[src/rtl/game_sequencer.sv]
// Inning/half-inning sequencer: tracks batting team, inning and both run totals,
// pulses a half-inning clear between halves and decides the game result.
module game_sequencer #(
    parameter int unsigned NUM_INNINGS = 9,
    parameter int unsigned MAX_INNINGS = 12,
    parameter int unsigned SCORE_MAX   = 99
) (
    input  logic       clk_divided,
    input  logic       reset_n,
    input  logic       change_pulse,
    input  logic [2:0] runs_in,
    output logic       team,
    output logic [3:0] inning,
    output logic       play_enable,
    output logic       half_clear_pulse,
    output logic [6:0] score0,
    output logic [6:0] score1,
    output logic       game_over,
    output logic [1:0] winner
);

    localparam logic [3:0] NumInn   = 4'(NUM_INNINGS);
    localparam logic [3:0] MaxInn   = 4'(MAX_INNINGS);
    localparam logic [7:0] ScoreMax = 8'(SCORE_MAX);

    localparam logic [1:0] WinVisitor = 2'b01;
    localparam logic [1:0] WinHome    = 2'b10;
    localparam logic [1:0] WinTie     = 2'b11;

    typedef enum logic [1:0] {StPlay, StChange, StOver} state_t;

    state_t     state_q;
    logic [2:0] runs_clamped;
    logic [6:0] score0_d;
    logic [6:0] score1_d;
    logic       late_inning;

    function automatic logic [6:0] sat_add(input logic [6:0] score, input logic [2:0] runs);
        logic [7:0] sum;
        sum = {1'b0, score} + {5'b0, runs};
        return (sum > ScoreMax) ? ScoreMax[6:0] : sum[6:0];
    endfunction

    // Runs land on the same edge they are sampled, so decisions see the updated totals.
    always_comb begin
        runs_clamped = (runs_in > 3'd4) ? 3'd4 : runs_in;
        score0_d     = score0;
        score1_d     = score1;
        if (state_q == StPlay) begin
            if (team == 1'b0) begin
                score0_d = sat_add(score0, runs_clamped);
            end else begin
                score1_d = sat_add(score1, runs_clamped);
            end
        end
        late_inning = (inning >= NumInn);
    end

    always_ff @(posedge clk_divided or negedge reset_n) begin
        if (!reset_n) begin
            state_q          <= StPlay;
            team             <= 1'b0;
            inning           <= 4'd1;
            play_enable      <= 1'b1;
            half_clear_pulse <= 1'b0;
            score0           <= 7'd0;
            score1           <= 7'd0;
            game_over        <= 1'b0;
            winner           <= 2'b00;
        end else begin
            unique case (state_q)
                StPlay: begin
                    score0 <= score0_d;
                    score1 <= score1_d;
                    if (team && late_inning && (score1_d > score0_d)) begin
                        // Walk-off: home takes the lead in the bottom of a deciding inning.
                        state_q     <= StOver;
                        play_enable <= 1'b0;
                        game_over   <= 1'b1;
                        winner      <= WinHome;
                    end else if (change_pulse) begin
                        if (!team) begin
                            if (late_inning && (score1_d > score0_d)) begin
                                state_q     <= StOver;
                                play_enable <= 1'b0;
                                game_over   <= 1'b1;
                                winner      <= WinHome;
                            end else begin
                                state_q          <= StChange;
                                play_enable      <= 1'b0;
                                half_clear_pulse <= 1'b1;
                            end
                        end else if (!late_inning) begin
                            state_q          <= StChange;
                            play_enable      <= 1'b0;
                            half_clear_pulse <= 1'b1;
                        end else if (score0_d > score1_d) begin
                            state_q     <= StOver;
                            play_enable <= 1'b0;
                            game_over   <= 1'b1;
                            winner      <= WinVisitor;
                        end else if (inning < MaxInn) begin
                            state_q          <= StChange;
                            play_enable      <= 1'b0;
                            half_clear_pulse <= 1'b1;
                        end else begin
                            state_q     <= StOver;
                            play_enable <= 1'b0;
                            game_over   <= 1'b1;
                            winner      <= WinTie;
                        end
                    end
                end
                StChange: begin
                    state_q          <= StPlay;
                    play_enable      <= 1'b1;
                    half_clear_pulse <= 1'b0;
                    if (!team) begin
                        team <= 1'b1;
                    end else begin
                        team   <= 1'b0;
                        inning <= inning + 4'd1;
                    end
                end
                StOver: begin
                    play_enable      <= 1'b0;
                    half_clear_pulse <= 1'b0;
                end
                default: begin
                    state_q <= StPlay;
                end
            endcase
        end
    end

endmodule

[config.mk]
export PLATFORM = sky130hd
export DESIGN_NAME = game_sequencer
export DESIGN_NICKNAME = d
export VERILOG_FILES = /design/src/rtl/game_sequencer.sv
export SDC_FILE = /design/constraint.sdc
export NUM_CORES = 1
export LEC_CHECK = 0
export BUFFER_PORTS_ARGS = -buffer_cell sky130_fd_sc_hd__buf_2
export CAP_MARGIN = 20
export CELL_PAD_IN_SITES_DETAIL_PLACEMENT = 2
export CELL_PAD_IN_SITES_GLOBAL_PLACEMENT = 2
export CORE_MARGIN = 1
export CORE_UTILIZATION = 32
export CTS_CLUSTER_DIAMETER = 60
export DETAILED_ROUTE_END_ITERATION = 12
export PLACE_DENSITY = 0.77
export SLEW_MARGIN = 20
export SYNTH_ARGS = -nofsm -noshare
export SYNTH_HDL_FRONTEND = slang
export SYNTH_SLANG_ARGS = --single-unit
[constraint.sdc]
create_clock -name clk_divided -period 4.1 [get_ports clk_divided]
set_input_delay 0.205 -clock clk_divided [delete_from_list [all_inputs] [get_ports clk_divided]]
set_output_delay 0.205 -clock clk_divided [all_outputs]
set_load 0.02 [all_outputs]
==> results of run 1 <==
==> tightest hold or removal path: stages <==
cell and delay, ns:
buf_2 0.13, a21oi_1 0.14, a21oi_1 0.09
==> cell usage in the layout, fill, tap and decap left out, types with 3 or more instances in the layout <==
cell type	netlist	routed
and2_1	3	3
a21oi_2	2	3
buf_4	0	21
mux2_2	4	4
dfrtp_1	24	24
ha_1	20	19
a21o_1	4	4
nor2_1	9	8
buf_2	2	29
or2_2	3	3
clkbuf_8	0	3
nand2b_1	5	5
a21oi_1	14	12
nor3_1	6	4
o31ai_1	7	4
nor2b_1	5	5
o22a_1	4	4
nand3_1	5	5
o21ai_0	9	5
o21a_1	4	4
xnor2_1	4	4
nand2_1	18	17
inv_1	13	13
==> power by group <==
part	internal, mW	switching, mW
Clock	0.131	0.0877
Sequential	0.388	0.186
Combinational	0.744	0.990
==> kinds of logic (layout without fill, tap and decap cells) <==
logic type               count (synthesis)  count (layout)  synth area share [%]
AND/OR/NAND/NOR                         68              68                  18.0
multiplexers                             6               6                  3.20
AO/OA/AOI/OAI                           72              72                  25.3
adder cells (fa/ha/maj)                 22              22                  14.3
flip-flops                              26              26                  32.1
XOR/XNOR                                 6               6                  2.59
buffers and inverters                   21              68                  4.43
==> registers in the layout, indices dropped and copies added, names as in the netlist <==
name / count
score1: 7
play_enable: 1
game_over: 1
winner: 2
state_q: 2
half_clear_pulse: 1
team: 1
inning: 4
score0: 7
==> path summary, 6_finish.rpt <==
check | slack, ns | endpoint | startpoint | cells past startpoint
setup / recovery | 0.11 | half_clear_pulse | score1[0] | 16
hold / removal | 0.33 | game_over | change_pulse | 3
setup reg to reg | 0.11 | half_clear_pulse | score1[0] | 16
hold reg to reg | 0.53 | inning[0] | inning[0] | 1
max in group asynchronous | 3.23 | score1[3] | reset_n | 2
min in group asynchronous | 0.47 | score0[5] | reset_n | 2
==> routing by layer <==
layer,GRT usage [%],part of all wire (%)
met2,35.4,53
met5,0,0
met3,2.44,2.2
met1,22.4,44
met4,4.21,0.69
==> repair_timing <==
action	4_1_cts	5_1_grt
hold endpoints to repair	24	0
setup buffers	0	2
setup endpoints to repair	7	7
resized for setup	18	17
hold buffers	1	0
pin swaps	1	10
==> cell type report <==
cell class	instances	area (sq um)	share of cell area [%]
inverters	13	48.8	1.87
flip-flops and latches	26	653	25.0
repair buffers	51	313	12.0
clock buffers	3	41.3	1.58
well taps	75	93.8	3.60
multi-input cells	174	1430	54.8
clock inverters	1	30.0	1.15
==> impl_results.html, run 1 <==
<table>
<tr><th>Metric</th><th>Value</th></tr>
<tr><th colspan="2">Run status</th></tr>
<tr><td>Outcome</td><td>finished clean</td></tr>
<tr><th colspan="2">Timing</th></tr>
<tr><td>Setup violations, final</td><td>0</td></tr>
<tr><td>Share of the clock period used by the worst path</td><td>a little over nine tenths</td></tr>
<tr><td>Final setup TNS</td><td>0 ns</td></tr>
<tr><td>Slew at the pin closest to its max-slew limit</td><td>between 0.6 and 0.7 ns</td></tr>
<tr><td>Least setup slack across all paths after layout</td><td>between 0.1 and 0.15 ns</td></tr>
<tr><td>Final slew viol count</td><td>0</td></tr>
<tr><td>Final critical path time including I/O delays and setup</td><td>around 4 ns</td></tr>
<tr><td>Worst clock skew on the final layout</td><td>0.00276 ns</td></tr>
<tr><td>Relative slew slack</td><td>a little over half</td></tr>
<tr><td>Final Hold Viols</td><td>0</td></tr>
<tr><td>Min Hold Slack</td><td>~0.33 ns</td></tr>
<tr><td>Highest Clock Rate</td><td>roughly 0.25 GHz</td></tr>
<tr><th colspan="2">Finish</th></tr>
<tr><td>Fin util</td><td>43.3%</td></tr>
<tr><td>Non-Filler Instances</td><td>343</td></tr>
<tr><td>Post-route design area</td><td>around 0.0026 sq mm</td></tr>
<tr><td>Final antenna diode count</td><td>0</td></tr>
<tr><td>Layout cell share with drive strength beyond 1</td><td>a little over a third</td></tr>
<tr><td>Layout overhead on the synthesized area</td><td>28.4%</td></tr>
<tr><td>Number of fill cells</td><td>just under 700</td></tr>
<tr><td>Total number of nets in the final design</td><td>between 200 and 300</td></tr>
<tr><th colspan="2">Worst setup path</th></tr>
<tr><td>Cell with the largest stage delay on the worst path</td><td>fa_2</td></tr>
<tr><td>Worst path required time</td><td>between 4 and 5 ns</td></tr>
<tr><td>Worst path top cell family by delay</td><td>compound AO/OA/AOI/OAI gates</td></tr>
<tr><td>Max incr delay on CP</td><td>roughly 0.42 ns</td></tr>
<tr><td>Sort of element at the end of the critical path</td><td>register</td></tr>
<tr><td>Top cell by count, worst path</td><td>ha_1</td></tr>
<tr><td>Crit path buf inv count</td><td>1</td></tr>
<tr><td>Cell-by-cell trace of the critical path</td><td>ha_1, fa_2, a21oi_2, buf_4, nor3_1, mux2i_1, a221oi_2, or3_4, o21a_1, ha_1, nand3_1, a211o_1, nand2_2, o21ai_4, a21o_1, a311o_1</td></tr>
<tr><td>CP Data Arrival Time</td><td>approximately 4.2 ns</td></tr>
<tr><td>Maximum fanout count along the critical path</td><td>6</td></tr>
<tr><td>Crit Path Category</td><td>register to register</td></tr>
<tr><td>Nature of the critical path startpoint</td><td>register</td></tr>
<tr><th colspan="2">Synth</th></tr>
<tr><td>Most frequently used cell type in the post-synthesis netlist</td><td>dfrtp_1</td></tr>
<tr><td>Most area-hungry cell type in the Yosys netlist</td><td>dfrtp_1</td></tr>
<tr><td>#FFs+latches synth</td><td>26</td></tr>
<tr><td>Main flop type after synthesis</td><td>dfrtp_1</td></tr>
<tr><td>YS warnings</td><td>0</td></tr>
<tr><td>Distinct cells, synth</td><td>just over 60</td></tr>
<tr><td>Area contributors post-synth</td><td>dfrtp_1 30%, ha_1 12%, a21oi_1 3.4%, nand2_1 3.3%, dfstp_2 2.6%</td></tr>
<tr><td>Post-synth top cells</td><td>24 x dfrtp_1, 20 x ha_1, 18 x nand2_1</td></tr>
<tr><td>Netlist area before placement</td><td>between 0.002 and 0.0025 sq mm</td></tr>
<tr><td>Top cell type's share of synthesized area</td><td>between 20% and 30%</td></tr>
<tr><td>Number of flops mapped to enable cells by yosys</td><td>0</td></tr>
<tr><td>Mean Syn Cell Area</td><td>9.19 sq um</td></tr>
<tr><td>Sequential fraction of the synthesis area</td><td>between 30% and 40%</td></tr>
<tr><td>Post-synthesis net count</td><td>between 200 and 250</td></tr>
<tr><td>Synthesized instance count</td><td>roughly 220</td></tr>
<tr><td>Share of synthesized registers carrying an async set or reset</td><td>between 90% and 100%</td></tr>
<tr><th colspan="2">Drt</th></tr>
<tr><td>Violation count after the first detailed-route iteration</td><td>86</td></tr>
<tr><td>Total via count after detailed routing</td><td>1891</td></tr>
<tr><td>Total Wirelength</td><td>6120 um</td></tr>
<tr><td>Count of nets left with antenna violations after detail routing</td><td>0</td></tr>
<tr><td>Number of remaining DRC errors</td><td>0</td></tr>
<tr><td>Number of vias per cell after detailed routing</td><td>~5.5</td></tr>
<tr><td>Routed wire length per instance</td><td>about 18 um</td></tr>
<tr><td>Total iterations of the first detailed-routing run</td><td>4</td></tr>
<tr><th colspan="2">Power</th></tr>
<tr><td>Leakage</td><td>around 1.2 nW</td></tr>
<tr><td>Peak ir drop on the vdd network</td><td>roughly 380 uV</td></tr>
<tr><td>PD cells</td><td>between 900 and 1000 mW/mm^2</td></tr>
<tr><td>Total power of the final layout</td><td>2.53 mW</td></tr>
<tr><th colspan="2">Clock network</th></tr>
<tr><td>Clock-pin transition on the worst setup and hold timing paths</td><td>about 0.1 ns</td></tr>
<tr><td>Count of H-tree levels built during CTS</td><td>1</td></tr>
<tr><td>Max Buffers Root-to-Sink</td><td>2</td></tr>
<tr><td>Clock tree from TritonCTS</td><td>done</td></tr>
<tr><td>Clock Sinks</td><td>26</td></tr>
<tr><td>Inserted Clock Buffers</td><td>3</td></tr>
<tr><td>Clk Latency, worst-skew pair</td><td>~0.28 ns</td></tr>
<tr><td>Clock tree root driver cell</td><td>clkbuf_8</td></tr>
<tr><th colspan="2">Placed design</th></tr>
<tr><td>Placed instance count</td><td>about 340</td></tr>
<tr><td>Post-place instance area</td><td>around 0.0024 sq mm</td></tr>
<tr><td>Count of input and output buffers</td><td>29</td></tr>
<tr><td>Minimum setup slack after placement</td><td>-0.550 ns</td></tr>
<tr><td>Half-perimeter wire length of the detailed placement result</td><td>4660 um</td></tr>
<tr><td>Weighted congestion at the end of routability-driven global placement</td><td>between 0.7 and 0.8</td></tr>
<tr><th colspan="2">Global routing</th></tr>
<tr><td>First-pass GRT wire length</td><td>between 9000 and 10000 um</td></tr>
<tr><td>Antenna violations before repair</td><td>0</td></tr>
<tr><td>Global Route Usage Sum</td><td>a little under a fifth</td></tr>
<tr><td>Vias in the first global route</td><td>1953</td></tr>
<tr><td>Grt total ovfl</td><td>0</td></tr>
<tr><td>Pin count of the biggest net entering global routing</td><td>27</td></tr>
<tr><th colspan="2">Floorplan</th></tr>
<tr><td>DIE WIDTH</td><td>81.7 um</td></tr>
<tr><td>I/O pin cnt</td><td>30</td></tr>
<tr><td>Die Footprint</td><td>approximately 0.0067 sq mm</td></tr>
<tr><td>Vertical die dimension</td><td>around 82 um</td></tr>
<tr><td>Placeable Area</td><td>approximately 0.0060 sq mm</td></tr>
<tr><td>Initial core utilization</td><td>about a third</td></tr>
<tr><td>Number of rows created at floorplan</td><td>28</td></tr>
<tr><th colspan="2">Min path</th></tr>
<tr><td>Tightest Hold Check Type</td><td>primary input to register</td></tr>
<tr><th colspan="2">Flow run</th></tr>
<tr><td>MaxCap Viol Count</td><td>0</td></tr>
</table>
No activity file was read; power rests on OpenSTA's default activity.
==> inputs of run 2 (changes only) <==
Settings changed: CELL_PAD_IN_SITES_DETAIL_PLACEMENT 2 to 0, CELL_PAD_IN_SITES_GLOBAL_PLACEMENT 2 to 1, CORE_UTILIZATION 32 to 39, PLACE_DENSITY 0.77 to 0.76.
==> impl_results.html, run 2 (synthesis results as in run 1) <==
<table>
<tr><th>Metric</th><th>Value</th></tr>
<tr><th colspan="2">Run status</th></tr>
<tr><td>Outcome</td><td>finished clean</td></tr>
<tr><th colspan="2">Timing</th></tr>
<tr><td>Worst clock skew on the final layout</td><td>0.00313 ns (+0.000365 ns)</td></tr>
<tr><td>Final critical path time including I/O delays and setup</td><td>3.91 ns (-0.0815 ns)</td></tr>
<tr><td>Slew at the pin closest to its max-slew limit</td><td>0.611 ns (-0.0742 ns)</td></tr>
<tr><td>Setup violations, final</td><td>0 (unchanged)</td></tr>
<tr><td>Highest Clock Rate</td><td>0.256 GHz (+2.1%)</td></tr>
<tr><td>Final Hold Viols</td><td>0 (unchanged)</td></tr>
<tr><td>Final slew viol count</td><td>0 (unchanged)</td></tr>
<tr><td>Relative slew slack</td><td>59.3% (+5.4 points)</td></tr>
<tr><td>Final setup TNS</td><td>0 ns (unchanged)</td></tr>
<tr><td>Share of the clock period used by the worst path</td><td>95.3% (-2.0 points)</td></tr>
<tr><th colspan="2">Finish</th></tr>
<tr><td>Layout overhead on the synthesized area</td><td>25.0%</td></tr>
<tr><td>Post-route design area</td><td>0.00254 sq mm (-2.7%)</td></tr>
<tr><td>Total number of nets in the final design</td><td>297 (unchanged)</td></tr>
<tr><td>Final antenna diode count</td><td>0 (unchanged)</td></tr>
<tr><td>Commonest cells after routing, fill and taps aside</td><td>29 x buf_2, 24 x dfrtp_1, 21 x buf_4</td></tr>
<tr><td>Layout cell share with drive strength beyond 1</td><td>32.1% (-2.6 points)</td></tr>
<tr><td>Largest registers</td><td>score0: 7 flops, score1: 7 flops, inning: 4 flops</td></tr>
<tr><td>Number of fill cells</td><td>473 (-32%)</td></tr>
<tr><td>Commonest non-fill, non-tap cell in the layout</td><td>buf_2</td></tr>
<tr><th colspan="2">Global routing</th></tr>
<tr><td>Grt total ovfl</td><td>0 (unchanged)</td></tr>
<tr><td>Antenna violations before repair</td><td>0 (unchanged)</td></tr>
<tr><td>Vias in the first global route</td><td>1578 (-19%)</td></tr>
<tr><td>Pin count of the biggest net entering global routing</td><td>27 (unchanged)</td></tr>
<tr><td>First-pass GRT wire length</td><td>7190 um (-25%)</td></tr>
<tr><td>Global Route Usage Sum</td><td>16.7% (-2.0 points)</td></tr>
<tr><th colspan="2">Worst setup path</th></tr>
<tr><td>Crit Path Category</td><td>register to register</td></tr>
<tr><td>CP Data Arrival Time</td><td>4.12 ns (-0.04 ns)</td></tr>
<tr><td>Worst path top cell family by delay</td><td>simple AND/OR/NAND/NOR gates</td></tr>
<tr><td>Cell-by-cell trace of the critical path</td><td>ha_1, inv_1, fa_1, nand2b_4, or4_4, a21oi_2, a2111oi_2, or3_4, o31ai_1, ha_1, o21ai_1, a21oi_2, o311ai_2, buf_4, nand2b_1, mux2_2</td></tr>
<tr><td>Worst path required time</td><td>4.31 ns (+0.04 ns)</td></tr>
<tr><td>Max incr delay on CP</td><td>0.49 ns (+0.07 ns)</td></tr>
<tr><td>Maximum fanout count along the critical path</td><td>6 (unchanged)</td></tr>
<tr><td>Sort of element at the end of the critical path</td><td>register</td></tr>
<tr><td>Crit path buf inv count</td><td>2 (+1)</td></tr>
<tr><td>Cell with the largest stage delay on the worst path</td><td>or4_4</td></tr>
<tr><td>Nature of the critical path startpoint</td><td>register</td></tr>
<tr><th colspan="2">Drt</th></tr>
<tr><td>Total via count after detailed routing</td><td>1802 (-4.7%)</td></tr>
<tr><td>Count of nets left with antenna violations after detail routing</td><td>0 (unchanged)</td></tr>
<tr><td>Total Wirelength</td><td>4530 um (-26%)</td></tr>
<tr><td>Number of remaining DRC errors</td><td>0 (unchanged)</td></tr>
<tr><td>Total iterations of the first detailed-routing run</td><td>4 (unchanged)</td></tr>
<tr><td>Number of vias per cell after detailed routing</td><td>5.38 (-2.4%)</td></tr>
<tr><td>Violation count after the first detailed-route iteration</td><td>80 (-7.0%)</td></tr>
<tr><td>Routed wire length per instance</td><td>13.5 um (-24%)</td></tr>
<tr><th colspan="2">Floorplan</th></tr>
<tr><td>Number of rows created at floorplan</td><td>25 (-11%)</td></tr>
<tr><td>Placeable Area</td><td>0.00488 sq mm (-19%)</td></tr>
<tr><td>Vertical die dimension</td><td>74.2 um (-9.2%)</td></tr>
<tr><td>I/O pin cnt</td><td>30 (unchanged)</td></tr>
<tr><td>DIE WIDTH</td><td>74.2 um (-9.2%)</td></tr>
<tr><td>Die Footprint</td><td>0.00550 sq mm (-18%)</td></tr>
<tr><td>Initial core utilization</td><td>41.6% (+7.9 points)</td></tr>
<tr><th colspan="2">Min path</th></tr>
<tr><td>Tightest Hold Check Type</td><td>primary input to register</td></tr>
<tr><th colspan="2">Placed design</th></tr>
<tr><td>Count of input and output buffers</td><td>29 (unchanged)</td></tr>
<tr><td>Post-place instance area</td><td>0.00237 sq mm (-0.11%)</td></tr>
<tr><td>Half-perimeter wire length of the detailed placement result</td><td>3400 um (-27%)</td></tr>
<tr><td>Weighted congestion at the end of routability-driven global placement</td><td>0.815 (+6.5%)</td></tr>
<tr><th colspan="2">Clock network</th></tr>
<tr><td>Clk Latency, worst-skew pair</td><td>0.27 ns (about the same)</td></tr>
<tr><td>Clock-pin transition on the worst setup and hold timing paths</td><td>0.09 ns (about the same)</td></tr>
<tr><td>Inserted Clock Buffers</td><td>3 (unchanged)</td></tr>
<tr><td>Clock tree root driver cell</td><td>clkbuf_8</td></tr>
<tr><td>Max Buffers Root-to-Sink</td><td>2 (unchanged)</td></tr>
<tr><td>Clock Sinks</td><td>26 (unchanged)</td></tr>
<tr><td>Count of H-tree levels built during CTS</td><td>1 (unchanged)</td></tr>
<tr><td>Clock tree from TritonCTS</td><td>done</td></tr>
<tr><th colspan="2">Flow run</th></tr>
<tr><td>MaxCap Viol Count</td><td>0 (unchanged)</td></tr>
<tr><th colspan="2">Power</th></tr>
<tr><td>PD cells</td><td>916 mW/mm^2 (-5.4%)</td></tr>
<tr><td>Leakage</td><td>1.15 nW (-0.77%)</td></tr>
<tr><td>Peak ir drop on the vdd network</td><td>373 uV (-1.5%)</td></tr>
</table>
==> run 2: area by class of cell <==
type | count | area (sq um) | share of cell area [%]
multi-input cells | 174 | 1370 | 53.9
flip-flops and latches | 26 | 653 | 25.7
repair buffers | 51 | 313 | 12.3
well taps | 67 | 83.8 | 3.30
inverters | 13 | 48.8 | 1.92
clock buffers | 3 | 41.3 | 1.63
clock inverters | 1 | 30.0 | 1.18
==> run 2: metal layers <==
| layer | track usage (%) | part of all wire (%) |
|---|---|---|
| met3 | 2.57 | 2.8 |
| met2 | 28.7 | 48 |
| met1 | 22.7 | 49 |
| met4 | 2.56 | 0.29 |
| met5 | 0 | 0 |
==> run 2: tightest hold or removal path: stages <==
cell,delay [ns]
buf_2,0.13
a21oi_1,0.12
a21oi_1,0.07
==> run 2: per-stage QoR <==
stage,setup WS [ns],hold slack [ns],instances,total power [mW],util [%]
detailed placement,-0.172,0.257,329,2.00,48.6
global route,-0.0158,0.301,335,2.54,52.1
global placement,-0.158,0.254,329,1.99,48.6
finish,0.192,0.288,335,2.33,52.1
CTS,-0.00720,0.275,334,2.26,50.5
floorplan,0.0949,-0.0906,221,1.55,-
==> run 2: where the power goes <==
| part | internal [mW] | switching [mW] | total [mW] |
|---|---|---|---|
| registers | 0.389 | 0.160 | 0.549 |
| clock network | 0.131 | 0.0842 | 0.215 |
| logic | 0.700 | 0.862 | 1.56 |
==> run 2: path summary, 6_finish.rpt <==
path / start / to / slack (ns) / depth (start not counted)
worst max-delay path: score0[0] / play_enable / 0.19 / 16
worst max register to register: score0[0] / play_enable / 0.19 / 16
worst min register to register: inning[0] / inning[0] / 0.53 / 1
min in group asynchronous: reset_n / score0[6] / 0.46 / 2
max in group asynchronous: reset_n / score1[4] / 3.24 / 2
worst min-delay path: change_pulse / game_over / 0.29 / 3
==> run 2: repair_timing <==
item | in CTS | in global routing
gates cloned | 0 | 0
setup buffers | 0 | 1
hold buffers | 1 | 0
gates resized for setup | 3 | 19
pin swaps | 0 | 5
hold endpoints to repair | 24 | 0
setup endpoints to repair | 3 | 7
==> inputs of run 3 (changes only) <==
Settings changed: CORE_UTILIZATION 39 to 44, PLACE_DENSITY 0.76 to 0.8.
Clock period 4.1 ns to 3.8 ns, I/O delays scaled along.
==> impl_results.html, run 3 (synthesis results as in run 1) <==
<table>
<tr><th>Metric</th><th>Value</th></tr>
<tr><th colspan="2">Floorplan</th></tr>
<tr><td>Die Footprint</td><td>0.00489 sq mm (-11%)</td></tr>
<tr><td>Vertical die dimension</td><td>70.0 um (-5.7%)</td></tr>
<tr><td>I/O pin cnt</td><td>30 (unchanged)</td></tr>
<tr><td>Placeable Area</td><td>0.00438 sq mm (-10%)</td></tr>
<tr><td>Initial core utilization</td><td>46.3% (+4.7 points)</td></tr>
<tr><td>Number of rows created at floorplan</td><td>24 (-4.0%)</td></tr>
<tr><td>DIE WIDTH</td><td>70.0 um (-5.7%)</td></tr>
<tr><th colspan="2">Timing</th></tr>
<tr><td>Final Hold Viols</td><td>0 (unchanged)</td></tr>
<tr><td>Relative slew slack</td><td>57.6% (-1.7 points)</td></tr>
<tr><td>Min Hold Slack</td><td>0.279 ns (-0.00874 ns)</td></tr>
<tr><td>Slew at the pin closest to its max-slew limit</td><td>0.630 ns (+0.0187 ns)</td></tr>
<tr><td>Share of the clock period used by the worst path</td><td>101% (+5.6 points)</td></tr>
<tr><td>Final slew viol count</td><td>0 (unchanged)</td></tr>
<tr><td>Highest Clock Rate</td><td>0.261 GHz (+1.9%)</td></tr>
<tr><td>Setup violations, final</td><td>4 (+4)</td></tr>
<tr><td>Setup repair after global routing missed its margin</td><td>true</td></tr>
<tr><td>Least setup slack across all paths after layout</td><td>-0.0359 ns (-0.228 ns)</td></tr>
<tr><td>Worst clock skew on the final layout</td><td>0.00729 ns (+0.00416 ns)</td></tr>
<tr><td>Final critical path time including I/O delays and setup</td><td>3.84 ns (-0.0718 ns)</td></tr>
<tr><th colspan="2">Finish</th></tr>
<tr><td>Number of fill cells</td><td>395 (-16%)</td></tr>
<tr><td>Largest registers</td><td>score0: 7 flops, score1: 7 flops, inning: 4 flops</td></tr>
<tr><td>Layout cell share with drive strength beyond 1</td><td>36.7% (+4.6 points)</td></tr>
<tr><td>Fin util</td><td>60.5% (+8.5 points)</td></tr>
<tr><td>Commonest non-fill, non-tap cell in the layout</td><td>buf_2</td></tr>
<tr><td>Total number of nets in the final design</td><td>304 (+2.4%)</td></tr>
<tr><td>Non-Filler Instances</td><td>327 (-2.4%)</td></tr>
<tr><td>Commonest cells after routing, fill and taps aside</td><td>29 x buf_2, 28 x buf_4, 22 x dfrtp_1</td></tr>
<tr><td>Layout overhead on the synthesized area</td><td>30.5%</td></tr>
<tr><td>Final antenna diode count</td><td>0 (unchanged)</td></tr>
<tr><th colspan="2">Clock network</th></tr>
<tr><td>Clock-pin transition on the worst setup and hold timing paths</td><td>0.09 ns (about the same)</td></tr>
<tr><td>Clock tree from TritonCTS</td><td>done</td></tr>
<tr><td>Inserted Clock Buffers</td><td>3 (unchanged)</td></tr>
<tr><td>Clk Latency, worst-skew pair</td><td>0.27 ns (about the same)</td></tr>
<tr><td>Max Buffers Root-to-Sink</td><td>2 (unchanged)</td></tr>
<tr><td>Count of H-tree levels built during CTS</td><td>1 (unchanged)</td></tr>
<tr><td>Clock tree root driver cell</td><td>clkbuf_8</td></tr>
<tr><td>Clock Sinks</td><td>26 (unchanged)</td></tr>
<tr><th colspan="2">Worst setup path</th></tr>
<tr><td>Nature of the critical path startpoint</td><td>register</td></tr>
<tr><td>Crit Path Category</td><td>register to register</td></tr>
<tr><td>Maximum fanout count along the critical path</td><td>5 (-1)</td></tr>
<tr><td>Sort of element at the end of the critical path</td><td>register</td></tr>
<tr><td>Worst path required time</td><td>3.96 ns (-0.35 ns)</td></tr>
<tr><td>Reg2reg path depth</td><td>16 (unchanged)</td></tr>
<tr><td>CP Data Arrival Time</td><td>3.99 ns (-0.13 ns)</td></tr>
<tr><th colspan="2">Placed design</th></tr>
<tr><td>Half-perimeter wire length of the detailed placement result</td><td>3440 um (+1.1%)</td></tr>
<tr><td>Weighted congestion at the end of routability-driven global placement</td><td>0.820 (+0.72%)</td></tr>
<tr><td>Count of input and output buffers</td><td>29 (unchanged)</td></tr>
<tr><td>Placed instance count</td><td>319 (-3.0%)</td></tr>
<tr><th colspan="2">Drt</th></tr>
<tr><td>Routed wire length per instance</td><td>14.1 um (+4.4%)</td></tr>
<tr><td>Total via count after detailed routing</td><td>1818 (+0.89%)</td></tr>
<tr><td>Total Wirelength</td><td>4610 um (+1.9%)</td></tr>
<tr><td>Number of remaining DRC errors</td><td>0 (unchanged)</td></tr>
<tr><td>Total iterations of the first detailed-routing run</td><td>4 (unchanged)</td></tr>
<tr><td>Number of vias per cell after detailed routing</td><td>5.56 (+3.4%)</td></tr>
<tr><td>Violation count after the first detailed-route iteration</td><td>41 (-49%)</td></tr>
<tr><td>Count of nets left with antenna violations after detail routing</td><td>0 (unchanged)</td></tr>
<tr><th colspan="2">Min path</th></tr>
<tr><td>Tightest Hold Check Type</td><td>primary input to register</td></tr>
<tr><td>Hold depth</td><td>3 (unchanged)</td></tr>
<tr><th colspan="2">Power</th></tr>
<tr><td>Leakage</td><td>1.18 nW (+2.1%)</td></tr>
<tr><td>Peak ir drop on the vdd network</td><td>480 uV (+29%)</td></tr>
<tr><td>PD cells</td><td>976 mW/mm^2 (+6.6%)</td></tr>
<tr><td>Total power of the final layout</td><td>2.59 mW (+11%)</td></tr>
<tr><th colspan="2">Flow run</th></tr>
<tr><td>MaxCap Viol Count</td><td>0 (unchanged)</td></tr>
<tr><th colspan="2">Global routing</th></tr>
<tr><td>Grt total ovfl</td><td>0 (unchanged)</td></tr>
<tr><td>Vias in the first global route</td><td>1780 (+13%)</td></tr>
<tr><td>Pin count of the biggest net entering global routing</td><td>27 (unchanged)</td></tr>
<tr><td>First-pass GRT wire length</td><td>7710 um (+7.2%)</td></tr>
<tr><td>Global Route Usage Sum</td><td>19.1% (+2.4 points)</td></tr>
<tr><td>Antenna violations before repair</td><td>0 (unchanged)</td></tr>
<tr><th colspan="2">Run status</th></tr>
<tr><td>Outcome</td><td>complete, but fails checks</td></tr>
<tr><td>Violations in the final reports</td><td>negative setup slack</td></tr>
</table>
[run 3: critical path, cell delays in order, from the launching register on]
cell	delay (ns)
dfrtp_2	0.39
ha_4	0.13
inv_2	0.03
fa_2	0.33
nand2b_4	0.16
or4_4	0.44
a21oi_4	0.20
a2111oi_4	0.06
or3_4	0.41
o31ai_4	0.26
ha_1	0.19
nand4_1	0.14
buf_4	0.18
a21oi_4	0.24
o21ai_2	0.11
a21o_1	0.17
a311o_1	0.30
[run 3: final cells by class]
cell class / instances / area, sq um / area share [%]
Multi-Input combinational cell: 174 / 1470 / 55.5
Clock buffer: 4 / 45.0 / 1.70
Timing Repair Buffer: 58 / 365 / 13.8
Tap cell: 52 / 65.1 / 2.45
Sequential cell: 26 / 656 / 24.7
Inverter: 13 / 48.8 / 1.84
[run 3: metal layers]
layer	GRT usage (%)	routed length (um)
met5	0	0
met4	5.33	53
met3	1.88	77
met2	33.7	2210
met1	24.8	2280
[run 3: worst paths after layout]
path / from / end / slack, ns
max in group asynchronous: reset_n / score0[1] / 2.94
hold / removal: change_pulse / game_over / 0.28
setup reg to reg: score0[0] / half_clear_pulse / -0.04
hold reg to reg: inning[0] / inning[0] / 0.53
setup / recovery: score0[0] / half_clear_pulse / -0.04
min in group asynchronous: reset_n / score1[0] / 0.45
[run 3: power by group]
part,total (mW),switching (mW),internal (mW)
Combinational,1.81,0.995,0.814
Sequential,0.620,0.199,0.421
Clock,0.160,0.0851,0.0749
Total,2.59,1.28,1.31
[run 3: stage by stage]
step / instance area, sq um / TNS (ns) / worst slack, ns
2_1_floorplan: 2080 / 0 / 0.0107
3_3_place_gp: 2430 / -1.34 / -0.256
3_5_place_dp: 2430 / -1.76 / -0.315
4_1_cts: 2530 / -0.000942 / -0.000942
5_1_grt: 2650 / -1.09 / -0.205
6_report: 2650 / -0.0492 / -0.0359
[run 3: repair_timing]
item / CTS / global route
hold buffers: 1 / 0
pin swaps: 4 / 18
buffers inserted: 1 / 2
setup endpoints to repair: 7 / 7
gates resized for setup: 8 / 21
endpoints found under the hold margin: 24 / 0
